==> src/rtl/alu_pkg.sv <==
// Shared ALU opcode constants and multiplier-sequencer state encoding.
// cntrl[2:1] selects the function; cntrl[0] is the adder carry-in (and B-invert).
package alu_pkg;

    localparam logic [2:0] OP_AND = 3'b000;
    localparam logic [2:0] OP_ADD = 3'b010;
    localparam logic [2:0] OP_SUB = 3'b011;
    localparam logic [2:0] OP_OR  = 3'b100;
    localparam logic [2:0] OP_XOR = 3'b110;

    typedef enum logic [1:0] {
        IDLE = 2'd0,
        ITER = 2'd1,
        DONE = 2'd2
    } seq_state_e;

endpackage

==> src/rtl/ALU.sv <==
// N-bit ripple-carry ALU: AND / ADD / SUB / OR / XOR selected by cntrl.
// Carry-out and signed overflow are meaningful only for the arithmetic ops.
module ALU #(
    parameter int unsigned n = 4
) (
    input  logic [n-1:0] i_a,
    input  logic [n-1:0] i_b,
    input  logic [2:0]   i_cntrl,
    output logic [n-1:0] o_f,
    output logic         o_cout,
    output logic         o_v
);

    logic [n-1:0] w_b_eff;
    logic [n-1:0] w_sum;
    logic [n:0]   w_c;

    // SUB reuses the adder as A + ~B + 1
    assign w_b_eff = i_cntrl[0] ? ~i_b : i_b;
    assign w_c[0]  = i_cntrl[0];

    for (genvar g = 0; g < n; g++) begin : g_fa
        assign w_sum[g]  = i_a[g] ^ w_b_eff[g] ^ w_c[g];
        assign w_c[g+1]  = (i_a[g] & w_b_eff[g]) | (w_c[g] & (i_a[g] ^ w_b_eff[g]));
    end

    always_comb begin
        o_f    = '0;
        o_cout = 1'b0;
        o_v    = 1'b0;
        case (i_cntrl[2:1])
            2'b00: o_f = i_a & i_b;
            2'b01: begin
                o_f    = w_sum;
                o_cout = w_c[n];
                o_v    = w_c[n] ^ w_c[n-1];
            end
            2'b10: o_f = i_a | i_b;
            default: o_f = i_a ^ i_b;
        endcase
    end

endmodule

==> src/rtl/alu_mul_seq.sv <==
// Multi-cycle unsigned shift-add multiplier driving one ripple ALU for N iterations.
// The multiplier sits in acc_lo and is shifted out LSB-first as product bits shift in.
module alu_mul_seq
    import alu_pkg::*;
#(
    parameter int unsigned N      = 4,
    parameter logic [2:0]  OP_ADD = alu_pkg::OP_ADD
) (
    input  logic           clk,
    input  logic           rst,
    input  logic           start,
    input  logic [N-1:0]   a,
    input  logic [N-1:0]   b,
    output logic           busy,
    output logic           done,
    output logic [2*N-1:0] product
);

    localparam int unsigned CW = $clog2(N + 1);

    seq_state_e r_state;
    seq_state_e w_state_d;

    logic [N-1:0]   r_mcand;
    logic [N-1:0]   r_acc_hi;
    logic [N-1:0]   r_acc_lo;
    logic [CW-1:0]  r_cnt;
    logic [2*N-1:0] r_product;

    logic [N-1:0]   w_alu_b;
    logic [N-1:0]   w_alu_f;
    logic           w_alu_cout;
    logic [2*N-1:0] w_shift;
    logic           w_last;

    assign w_alu_b = ((r_state == ITER) && r_acc_lo[0]) ? r_mcand : '0;
    assign w_shift = {w_alu_cout, w_alu_f, r_acc_lo[N-1:1]};
    assign w_last  = (r_cnt == CW'(N - 1));

    ALU #(
        .n (N)
    ) u_alu (
        .i_a     (r_acc_hi),
        .i_b     (w_alu_b),
        .i_cntrl (OP_ADD),
        .o_f     (w_alu_f),
        .o_cout  (w_alu_cout),
        .o_v     ()
    );

    always_ff @(posedge clk) begin
        if (rst) begin
            r_state <= IDLE;
        end else begin
            r_state <= w_state_d;
        end
    end

    always_comb begin
        w_state_d = r_state;
        case (r_state)
            IDLE:    if (start) w_state_d = ITER;
            ITER:    if (w_last) w_state_d = DONE;
            DONE:    w_state_d = start ? ITER : IDLE;
            default: w_state_d = IDLE;
        endcase
    end

    always_ff @(posedge clk) begin
        if (rst) begin
            r_mcand   <= '0;
            r_acc_hi  <= '0;
            r_acc_lo  <= '0;
            r_cnt     <= '0;
            r_product <= '0;
        end else begin
            case (r_state)
                IDLE, DONE: begin
                    if (start) begin
                        r_mcand  <= a;
                        r_acc_lo <= b;
                        r_acc_hi <= '0;
                        r_cnt    <= '0;
                    end
                end
                ITER: begin
                    {r_acc_hi, r_acc_lo} <= w_shift;
                    r_cnt                <= r_cnt + CW'(1);
                    if (w_last) r_product <= w_shift;
                end
                default: ;
            endcase
        end
    end

    assign busy    = (r_state == ITER);
    assign done    = (r_state == DONE);
    assign product = r_product;

endmodule

==> config.mk <==
export PLATFORM = sky130hd
export DESIGN_NAME = alu_mul_seq
export DESIGN_NICKNAME = d
export VERILOG_FILES = /design/src/rtl/alu_pkg.sv /design/src/rtl/ALU.sv /design/src/rtl/alu_mul_seq.sv
export SDC_FILE = /design/constraint.sdc
export NUM_CORES = 1
export LEC_CHECK = 0
export ABC_AREA = 1
export CAP_MARGIN = 10
export CORE_ASPECT_RATIO = 1.25
export CORE_MARGIN = 5
export CORE_UTILIZATION = 46
export CTS_CLUSTER_DIAMETER = 40
export CTS_CLUSTER_SIZE = 30
export DETAILED_ROUTE_END_ITERATION = 10
export HOLD_SLACK_MARGIN = 0.1
export PLACE_DENSITY = 0.85
export SYNTH_ARGS = -nofsm -noshare
export SYNTH_HDL_FRONTEND = slang
export SYNTH_SLANG_ARGS = --single-unit
==> constraint.sdc <==
create_clock -name clk -period 2.7 [get_ports clk]
set_clock_uncertainty 0.1 [all_clocks]
set_input_delay 0.27 -clock clk [delete_from_list [all_inputs] [get_ports clk]]
set_output_delay 0.27 -clock clk [all_outputs]
set_load 0.1 [all_outputs]
* Word level (Yosys, flattened, before mapping)
Cells that the tools add are included.
** Storage, ports and cells
- Word-level logic and storage cells :: 49
- Register bits :: 25
- Input bits :: 11
** Cells by class
- Bitwise logic cells :: 17
- Muxes and demuxes :: 11
- Reduce and logical (&&, ||, !) cells :: 8
- $add $sub $neg :: 1
- Equal/unequal tests :: 6
** Operators with widths (count)
- case mux 4 bit (2 select lines) :: 2
- 2-to-1 mux 4 bit :: 3
- AND reduction 2 bit :: 4
- bitwise AND 1 bit :: 7
- XOR 1 bit :: 7
- case mux 2 bit (3 select lines) :: 1
- case mux 3 bit (2 select lines) :: 1
- 2-to-1 mux 2 bit :: 2
- != test 2 bit (second input constant) :: 2
- adder 3 x 1 -> 3 bit (second input constant) :: 1
- equality test 3 x 2 -> 1 bit (second input constant) :: 1
- 2-to-1 mux 3 bit :: 1
- bitwise OR 1 bit :: 3
- equality test 2 x 1 -> 1 bit (second input constant) :: 1
- equality test 2 bit (second input constant) :: 1
- zero test 2 bit :: 1
- != test 2 x 1 -> 1 bit (second input constant) :: 1
- nonzero test 2 bit :: 1
- OR reduction 2 bit :: 1
- logical AND 1 bit :: 1
- 2-to-1 mux 1 bit :: 1

* Longest topological paths before layout
- Depth in word-level cells :: 11
- Depth in mapped cells :: 12
- Depth with buffers taken out :: 12

* Hierarchy
A second synthesis with hierarchy kept.
** Second synthesis, totals
- Cells, all modules :: 199
- Area, all modules :: 1495.2 sq um
** Modules (own cells, without submodules)
- alu_mul_seq :: seq. area each 500.5 sq um, instances 1, cells each 142, area an instance 1069.8 sq um
- ALU :: seq. area each 0.0 sq um, instances 1, cells each 57, area an instance 425.4 sq um

* Worst setup path before layout
OpenSTA, ideal clock, no wires.
- Kind :: register to register
- From :: register r_state[0]
- To :: register r_acc_hi[2]
- Arrival time :: 2347 ps
- Period minus slack after synthesis :: 2566 ps
- Library setup time :: 119 ps
- Stages on the path, launching flop included :: 13
- Buffers on the path :: 0
- Setup slack :: 134 ps
- Required time :: 2481 ps
- Path through :: dfxtp_1 > inv_2 > nor2_8 > nand2_1 > nor2_1 > ha_1 > inv_1 > fa_1 > fa_1 > fa_1 > inv_1 > nand2_1 > a21oi_1
** On the way
- Word-level cells in the longest chain between the ends :: 10
** Ends and longest elaborated chain
- start: declaration :: RTL line alu_mul_seq.sv:21 : seq_state_e r_state;
- start signal: assignment :: RTL line alu_mul_seq.sv:55 : r_state <= w_state_d;
- equality test 2 x 1 -> 1 bit :: RTL line alu_mul_seq.sv:36, alu_mul_seq.sv:77
- logical AND 1 bit :: RTL line alu_mul_seq.sv:36 : assign w_alu_b = ((r_state == ITER) && r_acc_lo[0]) ? r_mcand : '0;
- 2-to-1 mux 4 bit :: RTL line alu_mul_seq.sv:36
- bitwise AND 1 bit / XOR 1 bit (equally long branches) :: RTL line ALU.sv:24 : assign w_c[g+1] = (i_a[g] & w_b_eff[g]) | (w_c[g] & (i_a[g] ^ w_b_eff[g]));
- bitwise AND 1 bit :: RTL line ALU.sv:24
- bitwise OR 1 bit :: RTL line ALU.sv:24
- bitwise AND 1 bit :: RTL line ALU.sv:24
- bitwise OR 1 bit :: RTL line ALU.sv:24
- XOR 1 bit :: RTL line ALU.sv:23 : assign w_sum[g] = i_a[g] ^ w_b_eff[g] ^ w_c[g];
- case mux 4 bit (2 select lines) :: RTL line alu_mul_seq.sv:77 : case (r_state)
- end signal: assignment :: RTL line alu_mul_seq.sv:87 : {r_acc_hi, r_acc_lo} <= w_shift;
- end: declaration :: RTL line alu_mul_seq.sv:25 : logic [N-1:0] r_acc_hi;
Parallel ways exist; a longest one is shown, timed or not.
A chain may end at the register's enable or synchronous reset.

* Worst setup path in the final report
Same ends and word-level chain as after synthesis.

==> summary.md <==
| Metric | Value |
|---|---|
| Period utilization | `0.9244` |
| Post-Syn Nets | `169` |
| First-pass GRT wire length | `just under 4000 um` |
| Syn Area/Cell | `about 7.6 um2` |
| # setup viols final | `0` |
| Post-route DRC | `0` |
| Multi-input gate area | `518.0 um2` |
| DIE AREA | `3632 um2` |
| RD Place Congestion | `~0.75` |
| CP arrival | `between 2 and 3 ns` |
| Vias in the first global route | `between 900 and 1k` |
| Gr ovfl total | `0` |
| Crit path required time | `2.81 ns` |
| Max-slew violation count | `0` |
| Yosys warning count | `0` |
| CTS tree | `built` |
| Storage element area | `just over 500 um2` |
| Final Cell Area | `1376 um2` |
| # clock sinks | `25` |
| CP startpoint | `r_state[0]` |
| Num CTS Buffers | `3` |
| Area delta synth->final | `18.66%` |
| Tightest Pin Transition | `0.6515 ns` |
| Routed WL | `2271 um` |
| Place WS | `~0.20 ns` |
| Gate Count Post-Synth | `roughly 150` |
| Ports | `21` |
| Placement-stage cell area | `roughly 1300 um2` |
| Pleak | `0.6175 nW` |
| Clk root buf | `clkbuf_4` |
| Top cells by area, synth | `dfxtp_1, nand3_1, nand2_1, inv_1, a21oi_1` |
| Antenna Nets Post-Route | `0` |
| RSZ-0062 raised after global routing | `no` |
| Nets | `190` |
| Status | `completed` |
| Max VDD drop | `0.3914 mV` |
| Chip height | `66.14 um` |
| Hold_buf cts | `0` |
| Worst-path maximum fanout | `2` |
| HPWL after detailed placement | `roughly 1700 um` |
| Crit end category | `register` |
| Fillers | `251` |
| Hold path cells | `2` |
| WS Path Type | `register to register` |
| WL/cell | `approximately 11 um` |
| Post-synth top area share | `0.4315` |
| Part of the Yosys area used for sequential elements | `0.4315` |
| Cell accounting for the most synthesized area | `dfxtp_1` |
| Initial Util | `0.4778` |
| Die width | `54.91 um` |
| CTS max path bufs | `2` |
| Tmin final | `2.496 ns` |
| Post-synth design cell area | `1160 um2` |
| Post-CTS Resized | `0` |
| Inserted Diodes | `0` |
| Setup crit start kind | `register` |
| Pin count of the biggest net entering global routing | `22` |
| Row cnt | `20` |
| Initial antenna violation count | `0` |
| Max transition margin | `0.5646` |
| Final Power | `666.4 uW` |
| Clock Latency Late Sink | `between 0.3 and 0.4 ns` |
| Fin util | `0.5670` |
| R2R depth | `12` |
| Via count | `995` |
| 1st-pass router iterations | `4` |
| Post-route worst setup slack | `0.2042 ns` |
| Post-CTS setup buffer count | `0` |
| Synth unique cells | `19` |
| Worst Hold Class | `register to register` |
| Synthesized flop and latch total | `25` |
| Iter 0 DRT Violations | `12` |
| Pwr per Cell Area | `484.2 nW/um2` |
| Vias/cell | `4.854` |
| Layout cells sized above 1 | `0.1221` |
| Setup TNS | `0 ns` |
| Max-cap violations | `0` |
| Fmax | `400.7 MHz` |
| # H-tree levels | `1` |
| Reg2reg start | `r_state[0]` |
| GRT Overall Usage | `0.1429` |
| Clk slew on worst S/H paths | `0.13 ns` |
| Hold Violations, Final | `0` |
| Min-Delay Startpoint | `product[1]` |
| PortBufs | `20` |
| CORE AREA | `2427 um2` |
==> metrics by stage <==
stage,std cells,hold slack (ns)
after global placement,201,0.3454
after global routing,205,0.4060
after CTS,205,0.3761
final,205,0.3726
after detailed placement,201,0.3568
after floorplan,152,0.3121
==> sequential cells by signal, indices dropped and copies added (netlist names) <==
| name | count |
|---|---|
| r_acc_hi | 4 |
| r_mcand | 4 |
| product | 8 |
| r_cnt | 3 |
| r_acc_lo | 4 |
| r_state | 2 |
==> final cells by class <==
type | count | area share
well taps | 33 | 0.03000
multi-input cells | 95 | 0.3764
repair buffers | 22 | 0.1382
inverters | 26 | 0.07091
clock buffers | 4 | 0.01909
flip-flops and latches | 25 | 0.3655
==> synthesized netlist by cell type (all sizes together) <==
master and count:
a21oi 12, buf 6, dfxtp 25, fa 3
ha 3, inv 26, nand2 27, nand3 22
nand3b 1, nor2 14, nor3 3, o21ai 10
==> cell usage in the layout (no fill, tap or decap), drive strengths merged <==
cell type	count
nor2	14
nand3b	1
nand2	27
inv	26
buf	12
dfxtp	25
a21oi	12
ha	3
nor3	3
clkdlybuf4s50	10
clkbuf	4
nand3	22
fa	3
o21ai	10
==> power by group <==
part / leakage, nW / switching (mW) / total (mW) / internal [mW]
sequential: 0.205 / 0.00759 / 0.392 / 0.385
clock: 0.0150 / 0.111 / 0.169 / 0.0579
combinational: 0.398 / 0.0657 / 0.105 / 0.0391
==> final timing paths <==
check / slack (ns) / to
min reg2reg: 0.37 / product[1]
max: 0.20 / r_acc_hi[2]
min: 0.37 / product[1]
max reg2reg: 0.20 / r_acc_hi[2]
==> routing by layer <==
layer | GRT usage | share of wire | up-vias
met5 | 0 | 0 | -
met3 | 0.02032 | 0.041 | 2
met2 | 0.2633 | 0.52 | 18
met1 | 0.1678 | 0.43 | 457
li1 | - | - | 518
met4 | 0.03040 | 0.0066 | 0
==> cell families after synthesis <==
| family | count (synthesis) | share of synthesized area |
|---|---|---|
| AND/OR/NAND/NOR | 67 | 0.2675 |
| adder cells (fa/ha/maj) | 6 | 0.08415 |
| buffers and inverters | 32 | 0.1219 |
| flip-flops | 25 | 0.4315 |
| AO/OA/AOI/OAI | 22 | 0.09493 |
==> critical path, stage by stage (launching register included) <==
cell and delay, ns:
dfxtp_2 0.36, inv_2 0.06, nor2_8 0.07, nand2_1 0.07
nor2_1 0.10, ha_1 0.15, inv_1 0.04, fa_1 0.38
fa_1 0.40, fa_1 0.51, inv_1 0.04, nand2_1 0.06
a21oi_1 0.06
Power figures use the tool's default switching activity.
